### config.mk
export PLATFORM = sky130hd
export DESIGN_NAME = multicycle_ctrl
export DESIGN_NICKNAME = d
export VERILOG_FILES = /design/src/rtl/multicycle_ctrl.sv
export SDC_FILE = /design/constraint.sdc
export NUM_CORES = 1
export LEC_CHECK = 0
export ABC_AREA = 1
export CAP_MARGIN = 20
export CORE_MARGIN = 2
export CORE_UTILIZATION = 45
export DETAILED_ROUTE_END_ITERATION = 8
export PLACE_DENSITY = 0.82
export SYNTH_ARGS = -nofsm -noshare
export SYNTH_HDL_FRONTEND = slang
export SYNTH_SLANG_ARGS = --single-unit
### constraint.sdc
create_clock -name clk -period 1.5 [get_ports clk]
set_input_delay 0.15 -clock clk [delete_from_list [all_inputs] [get_ports clk]]
set_output_delay 0.15 -clock clk [all_outputs]
set_load 0.01 [all_outputs]
### src/rtl/multicycle_ctrl.sv
// Multicycle RV32 control unit: a 14-state FSM that sequences fetch, decode, memory, ALU, jump and branch steps.
// Optional multiply/divide sequencing is compiled in when macro MULDIV_EN is defined.
module multicycle_ctrl #(
  parameter int LANES        = 4,
  parameter bit ILLEGAL_HALT = 1'b1
) (
  input  logic             clk,
  input  logic             reset,
  input  logic [6:0]       op,
  input  logic [2:0]       funct3,
  input  logic             funct7_5,
  input  logic             funct7_0,
  input  logic             zero,
  input  logic             lt,
  input  logic [2:0]       addr_lo,
  input  logic             mem_ready,
  input  logic             md_done,
  output logic             PCWrite,
  output logic             AdrSrc,
  output logic             IRWrite,
  output logic             RegWrite,
  output logic [LANES-1:0] MemWrite,
  output logic [1:0]       ResultSrc,
  output logic [1:0]       ALUSrcA,
  output logic [1:0]       ALUSrcB,
  output logic [3:0]       ALUControl,
  output logic [2:0]       ImmSrc,
  output logic             illegal,
  output logic             md_start
);

`ifdef MULDIV_EN
  localparam bit MD_EN = 1'b1;
`else
  localparam bit MD_EN = 1'b0;
`endif

  localparam logic [6:0] OP_LOAD  = 7'b0000011;
  localparam logic [6:0] OP_STORE = 7'b0100011;
  localparam logic [6:0] OP_R     = 7'b0110011;
  localparam logic [6:0] OP_I     = 7'b0010011;
  localparam logic [6:0] OP_JAL   = 7'b1101111;
  localparam logic [6:0] OP_JALR  = 7'b1100111;
  localparam logic [6:0] OP_BR    = 7'b1100011;
  localparam logic [6:0] OP_AUIPC = 7'b0010111;
  localparam logic [6:0] OP_LUI   = 7'b0110111;

  typedef enum logic [3:0] {
    FETCH, DECODE, MEMADR, MEMREAD, MEMWB, MEMWRITE, EXECR,
    EXECI, ALUWB, JAL, JALR, BRANCH, MULDIV, HALT
  } state_t;

  state_t             state_reg, state_next;
  logic               illegal_reg, illegal_next;
  logic [LANES-1:0]   mask_reg, mask_next;
  logic [LANES-1:0]   lanes;
  logic               bad, mem_ok;
  logic [2:0]         imm_sel;

  function automatic logic [3:0] alu_dec(input logic [2:0] f3, input logic f75, input logic op5);
    case (f3)
      3'b000:  alu_dec = (op5 && f75) ? 4'b0001 : 4'b0000;
      3'b001:  alu_dec = 4'b0101;
      3'b010:  alu_dec = 4'b1000;
      3'b011:  alu_dec = 4'b1001;
      3'b100:  alu_dec = 4'b0100;
      3'b101:  alu_dec = f75 ? 4'b0111 : 4'b0110;
      3'b110:  alu_dec = 4'b0011;
      default: alu_dec = 4'b0010;
    endcase
  endfunction

  always_ff @(posedge clk or posedge reset) begin
    if (reset) begin
      state_reg   <= FETCH;
      illegal_reg <= 1'b0;
      mask_reg    <= '0;
    end else begin
      state_reg   <= state_next;
      illegal_reg <= illegal_next;
      mask_reg    <= mask_next;
    end
  end

  assign illegal = illegal_reg;

  always_comb begin
    case (op)
      OP_STORE:         imm_sel = 3'b001;
      OP_BR:            imm_sel = 3'b010;
      OP_JAL:           imm_sel = 3'b011;
      OP_LUI, OP_AUIPC: imm_sel = 3'b100;
      default:          imm_sel = 3'b000;
    endcase
  end

  // Lane mask and alignment check, evaluated on the computed address in MEMADR
  always_comb begin
    lanes  = '0;
    mem_ok = 1'b0;
    case (funct3)
      3'b000, 3'b100: begin
        lanes  = LANES'(1) << addr_lo;
        mem_ok = (funct3 == 3'b000) || !op[5];
      end
      3'b001, 3'b101: begin
        lanes  = LANES'(2'b11) << addr_lo;
        mem_ok = !addr_lo[0] && ((funct3 == 3'b001) || !op[5]);
      end
      3'b010: begin
        if (LANES == 8) lanes = LANES'(4'hF) << {addr_lo[2], 2'b00};
        else            lanes = '1;
        mem_ok = (addr_lo[1:0] == 2'b00);
      end
      default: mem_ok = 1'b0;
    endcase
  end

  always_comb begin
    state_next   = state_reg;
    illegal_next = ILLEGAL_HALT ? illegal_reg : 1'b0;
    mask_next    = mask_reg;
    bad          = 1'b0;
    PCWrite      = 1'b0;
    AdrSrc       = 1'b0;
    IRWrite      = 1'b0;
    RegWrite     = 1'b0;
    MemWrite     = '0;
    ResultSrc    = 2'b00;
    ALUSrcA      = 2'b00;
    ALUSrcB      = 2'b00;
    ALUControl   = 4'b0000;
    ImmSrc       = 3'b000;
    md_start     = 1'b0;
    // Outputs are forced low for as long as reset is held
    if (!reset) begin
      if (state_reg != HALT) ImmSrc = imm_sel;
      case (state_reg)
        FETCH: begin
          ResultSrc = 2'b10;
          ALUSrcB   = 2'b10;
          if (mem_ready) begin
            IRWrite    = 1'b1;
            PCWrite    = 1'b1;
            state_next = DECODE;
          end
        end
        DECODE: begin
          ALUSrcA = 2'b01;
          ALUSrcB = 2'b01;
          case (op)
            OP_LOAD, OP_STORE: state_next = MEMADR;
            OP_R: begin
              if (!funct7_0)  state_next = EXECR;
              else if (MD_EN) state_next = MULDIV;
              else            bad = 1'b1;
            end
            OP_I:     state_next = EXECI;
            OP_JAL:   state_next = JAL;
            OP_JALR:  state_next = JALR;
            OP_BR:    state_next = BRANCH;
            OP_AUIPC: state_next = ALUWB;
            OP_LUI: begin
              RegWrite   = 1'b1;
              ResultSrc  = 2'b11;
              state_next = FETCH;
            end
            default: bad = 1'b1;
          endcase
        end
        MEMADR: begin
          ALUSrcA   = 2'b10;
          ALUSrcB   = 2'b01;
          mask_next = lanes;
          if (!mem_ok) bad = 1'b1;
          else         state_next = op[5] ? MEMWRITE : MEMREAD;
        end
        MEMREAD: begin
          AdrSrc = 1'b1;
          if (mem_ready) state_next = MEMWB;
        end
        MEMWB: begin
          ResultSrc  = 2'b01;
          RegWrite   = 1'b1;
          state_next = FETCH;
        end
        MEMWRITE: begin
          AdrSrc = 1'b1;
          if (mem_ready) begin
            MemWrite   = mask_reg;
            state_next = FETCH;
          end
        end
        EXECR, EXECI: begin
          ALUSrcA    = 2'b10;
          ALUSrcB    = (state_reg == EXECI) ? 2'b01 : 2'b00;
          ALUControl = alu_dec(funct3, funct7_5, op[5]);
          state_next = ALUWB;
        end
        ALUWB: begin
          RegWrite   = 1'b1;
          state_next = FETCH;
        end
        JAL: begin
          PCWrite    = 1'b1;
          ALUSrcA    = 2'b01;
          ALUSrcB    = 2'b10;
          state_next = ALUWB;
        end
        JALR: begin
          ALUSrcA    = 2'b10;
          ALUSrcB    = 2'b01;
          ResultSrc  = 2'b10;
          PCWrite    = 1'b1;
          state_next = ALUWB;
        end
        BRANCH: begin
          ALUSrcA    = 2'b10;
          state_next = FETCH;
          case (funct3)
            3'b000: begin ALUControl = 4'b0001; PCWrite = zero;  end
            3'b001: begin ALUControl = 4'b0001; PCWrite = !zero; end
            3'b100: begin ALUControl = 4'b1000; PCWrite = lt;    end
            3'b101: begin ALUControl = 4'b1000; PCWrite = !lt;   end
            3'b110: begin ALUControl = 4'b1001; PCWrite = lt;    end
            3'b111: begin ALUControl = 4'b1001; PCWrite = !lt;   end
            default: begin ALUControl = 4'b0001; bad = 1'b1;     end
          endcase
        end
        MULDIV: begin
          ALUSrcA  = 2'b10;
          md_start = MD_EN;
          if (md_done) state_next = ALUWB;
        end
        default: ;
      endcase
      if (bad) begin
        state_next   = ILLEGAL_HALT ? HALT : FETCH;
        illegal_next = 1'b1;
      end
    end
  end

endmodule

==> results of run 1 <==
[metal layers]
layer  GRT usage (%)  overflow
met1           67.80         0
met2           96.81        59
met3           39.77         0
met4           82.65        31
met5               0         0
[cells in the mapped netlist (all sizes together)]
| cell | count |
|---|---|
| nand4 | 3 |
| o211ai | 3 |
| a22oi | 1 |
| buf | 4 |
| nand2 | 61 |
| clkinv | 3 |
| a2111oi | 1 |
| o311ai | 1 |
| nor2 | 30 |
| or2 | 1 |
| conb | 1 |
| a31oi | 3 |
| inv | 31 |
| nand3 | 21 |
| a21oi | 12 |
| o21ai | 16 |
| clkbuf | 3 |
| dfrtp | 9 |
| nand3b | 2 |
| nor3 | 8 |
[cells by family after synthesis]
group	synth area share (%)
flops	18.48
buf+inv	13.65
other cells	0.3077
compound gates	17.35
simple gates	50.21
[metrics by stage]
stage	utilization (%)	setup slack (ns)	hold WS (ns)
global placement	79.86	-0.5219	0.4506
floorplan	-	0.1182	0.04156
detailed placement	79.86	-0.5481	0.4568
CTS	87.45	-0.1500	0.3230
[what timing repair did]
action / 4_1_cts
buffers inserted: 8
pin swaps: 18
gates resized for setup: 146
endpoints found under the setup margin: 28
==> out/metrics.yaml, run 1 <==
yosysTopAreaCell: "dfrtp_1"
post_dp_cell_area_um2: 2014
endpoint_type: "output port"
yosysWarnings: 0
fp.dieW_um: 56.04
grtUsageTotal_pct: 70.57
rows: 18
syn_nets: 235
die_height_um: 56.04
initial_utilization_pct: 48.31
place.gp.congestion: 0.9390
grt-ovfl-total: 90
clk_path_buf_depth: 2
cts.sinks: 9
netlist_area_um2: 1219
ctsHoldBuffers: 0
port_buffers: 42
cts-root-buf: "clkbuf_4"
syn_area_per_cell_um2: 5.695
numCtsBuffers: 3
yosysSeqAreaShare_pct: 18.48
synth-seq-cells: 9
dp_hpwl_mm: 3.274
synth_top_area_share_pct: 18.48
synth_area_leaders: "dfrtp_1, nand2_1, inv_1"
htree_levels: 1
worst_endpoint: "RegWrite"
firstError: "[ERROR GRT-0232] Routing congestion too high. Check the congestion heatmap in the GUI."
synth_cell_types: 31
outcome: "stopped before the end"
syn_inst: 214
io_pins: 44
placedCellCount: 329
lastStage: "global routing (5_1_grt)"
grt_max_degree: 12
==> run 2: changes to the inputs <==
Settings changed: CORE_AREA set to 2 2 63 65, CORE_MARGIN 2 to not set, CORE_UTILIZATION 45 to not set, DIE_AREA set to 0 0 65 67, PLACE_DENSITY 0.82 to not set, PLACE_DENSITY_LB_ADDON set to 0.15.
==> out/metrics.yaml, run 2 <==
synth_commonest_cells: "nand2_1, inv_1, nor2_1"
p_leak_uw: 0.001198
synth_cell_types: 31  # unchanged
final_util_pct: 65.30
netlist_area_um2: 1219  # unchanged
initial_utilization_pct: 33.80  # -15 points
numCtsBuffers: 3  # unchanged
required_ns: 1.35
drtIter0Drc: 52
placedCellCount: 352  # +7.0%
worst_ep_arrival_time_ns: 1.54
clk_latency_ns: 0.22
post_dp_cell_area_um2: 2074  # +3.0%
dpl_worst_slack_ns: -0.5521  # -0.004085 ns
port_buffers: 42  # unchanged
wl_per_cell_um: 11.95
peakVddDrop_v: 0.0008329
dp_hpwl_mm: 3.287  # +0.38%
fin_cells: 365
yosysTopAreaCell: "dfrtp_1"
synth_area_leaders: "dfrtp_1, nand2_1, inv_1"
rows: 22  # +4
maxCapViolations: 0
synth_top_area_share_pct: 18.48  # unchanged
design_area_um2: 2355
cts-root-buf: "clkbuf_8"
cts.sinks: 9  # unchanged
synth-simple-area-share_pct: 50.21  # unchanged
fin_crit_ns: 1.688
syn_inst: 214  # unchanged
finClkSkew_ns: 0.0009096
cts_tree: "yes"
drc: 0
synth-seq-cells: 9  # unchanged
r2r_setup_slack_ns: -0.17
nFillCells: 346
wl_mm: 4.362
seq_area_um2: 229.0
cpPeakStageDelay_ns: 0.46
synth_fa_ha_area_share_pct: 0  # unchanged
vias_per_cell: 4.715
vias: 1721
grt_pass1_wl_mm: 7.279
synthMuxAreaShare_pct: 0  # unchanged
fp.coreArea_um2: 3606
die-area_um2: 4355
min_path_type: "input pin to async pin"
violations: "setup timing"
max_freq_ghz: 0.5925
setup_ws_ns: -0.1879
grt_max_degree: 11
crit_path_cell_trace: "buf_6, nor2_4, buf_6, nand2_2, a31oi_1, buf_2"
ctsHoldBuffers: 0  # unchanged
startpoint_type: "register"
layout_commonest_cell: "buf_4"
path_buf_inv: 3
post-route-period-util_pct: 112.5
multi_input_area_um2: 1046
yosysSeqAreaShare_pct: 18.48  # unchanged
crit_path_max_fanout: 6
syn_nets: 235  # unchanged
synth_edf_count: 0  # unchanged
setup_viol: 22
clkTransAtPathRegs_ns: 0.04
crit_type: "register to output port"
synth.most_common_cell: "nand2_1"
outcome: "complete, but fails checks"
fp.dieW_um: 65  # +16%
drive_gt1_share_pct: 48.58
end_kind: "output port"
yosysWarnings: 0  # unchanged
grtUsageTotal_pct: 21.48
grt-ovfl-total: 0
async_flop_share_pct: 100.0  # unchanged
htree_levels: 1  # unchanged
worst_hold_slack_ns: 0.3665
antenna_found_initial: 0
num-nets-final: 339
antenna_cells: 0
area_growth_pct: 93.22
rsz0062_at_grt: "yes"
synthFlopType: "dfrtp_1"
clk_path_buf_depth: 2  # unchanged
syn_area_per_cell_um2: 5.695  # unchanged
place.gp.congestion: 0.8476  # -9.7%
path_common_cell: "buf_6"
synthXorXnorAreaFrac_pct: 0  # unchanged
die_height_um: 67  # +20%
ant_nets: 0
slowest_stage: "dfrtp_2"
drt_pass1_iterations: 4
hold_viol: 0
cp_top_family: "flip-flops"
synth_compound_area_share_pct: 17.35  # unchanged
grt_pass1_vias: 1692
slew_violations: 0
io_pins: 44  # unchanged
synth_top_family_by_area: "simple AND/OR/NAND/NOR gates"
p_per_area_nw_per_um2: 1234
mostFrequentLayoutCells: "buf_4, nand2_1, inv_1"
[run 2: cell counts after synthesis]
No cell type changed its count.
[run 2: worst paths after layout]
| check | from | to | cells after the start |
|---|---|---|---|
| max in group asynchronous | reset | state_reg[3] | 3 |
| worst max-delay path | state_reg[1] | RegWrite | 6 |
| min in group clk | illegal | illegal | 2 |
| worst min-delay path | reset | mask_reg[1] | 3 |
| worst max register to register | state_reg[1] | state_reg[3] | 10 |
| worst min register to register | illegal | illegal | 2 |
[run 2: power breakdown]
group / total (µW) / internal (µW) / switching [µW]
Clock: 266 / 184 / 81.9
Sequential: 456 / 346 / 110
Combinational: 2180 / 1020 / 1170
[run 2: cell families (layout without fill, tap and decap cells)]
group	after synthesis	in the layout
and+or+nand+nor	126	126
buffers and inverters	41	144
AOI/OAI and AO/OA	37	37
DFF	9	9
other	1	1
[run 2: what timing repair did]
| item | CTS | global route |
|---|---|---|
| buffers inserted | 6 | 3 |
| endpoints found under the hold margin | 0 | 0 |
| setup endpoints to repair | 28 | 30 |
| pin swaps | 19 | 14 |
| resized for setup | 126 | 33 |
| cloned | 0 | 0 |
[run 2: stage by stage]
| step | setup TNS, ns | power, µW |
|---|---|---|
| after floorplan | 0 | 1347 |
| after global placement | -9.149 | 2121 |
| after detailed placement | -9.486 | 2135 |
| after CTS | -1.859 | 2667 |
| after global routing | -4.035 | 3154 |
| final | -2.188 | 2906 |
[run 2: layout make-up]
class,count,area share [%]
clock buffer,4,1.913
sequential,9,9.724
multi-input combinational,164,44.42
timing repair buffer,106,35.92
inverter,34,5.473
tap,48,2.550
[run 2: tightest hold or removal path: stages]
cell and delay, ns:
clkdlybuf4s50_1 0.45, inv_2 0.15, buf_4 0.16
[run 2: layer usage]
metal	up-vias	track usage, %	routed length, µm
met5	-	0	0
met4	0	2.394	21
met3	2	4.392	262
met2	58	40.34	2154
met1	767	25.79	1923
li1	894	-	-
Note: power is estimated with default switching activity, not from simulation.
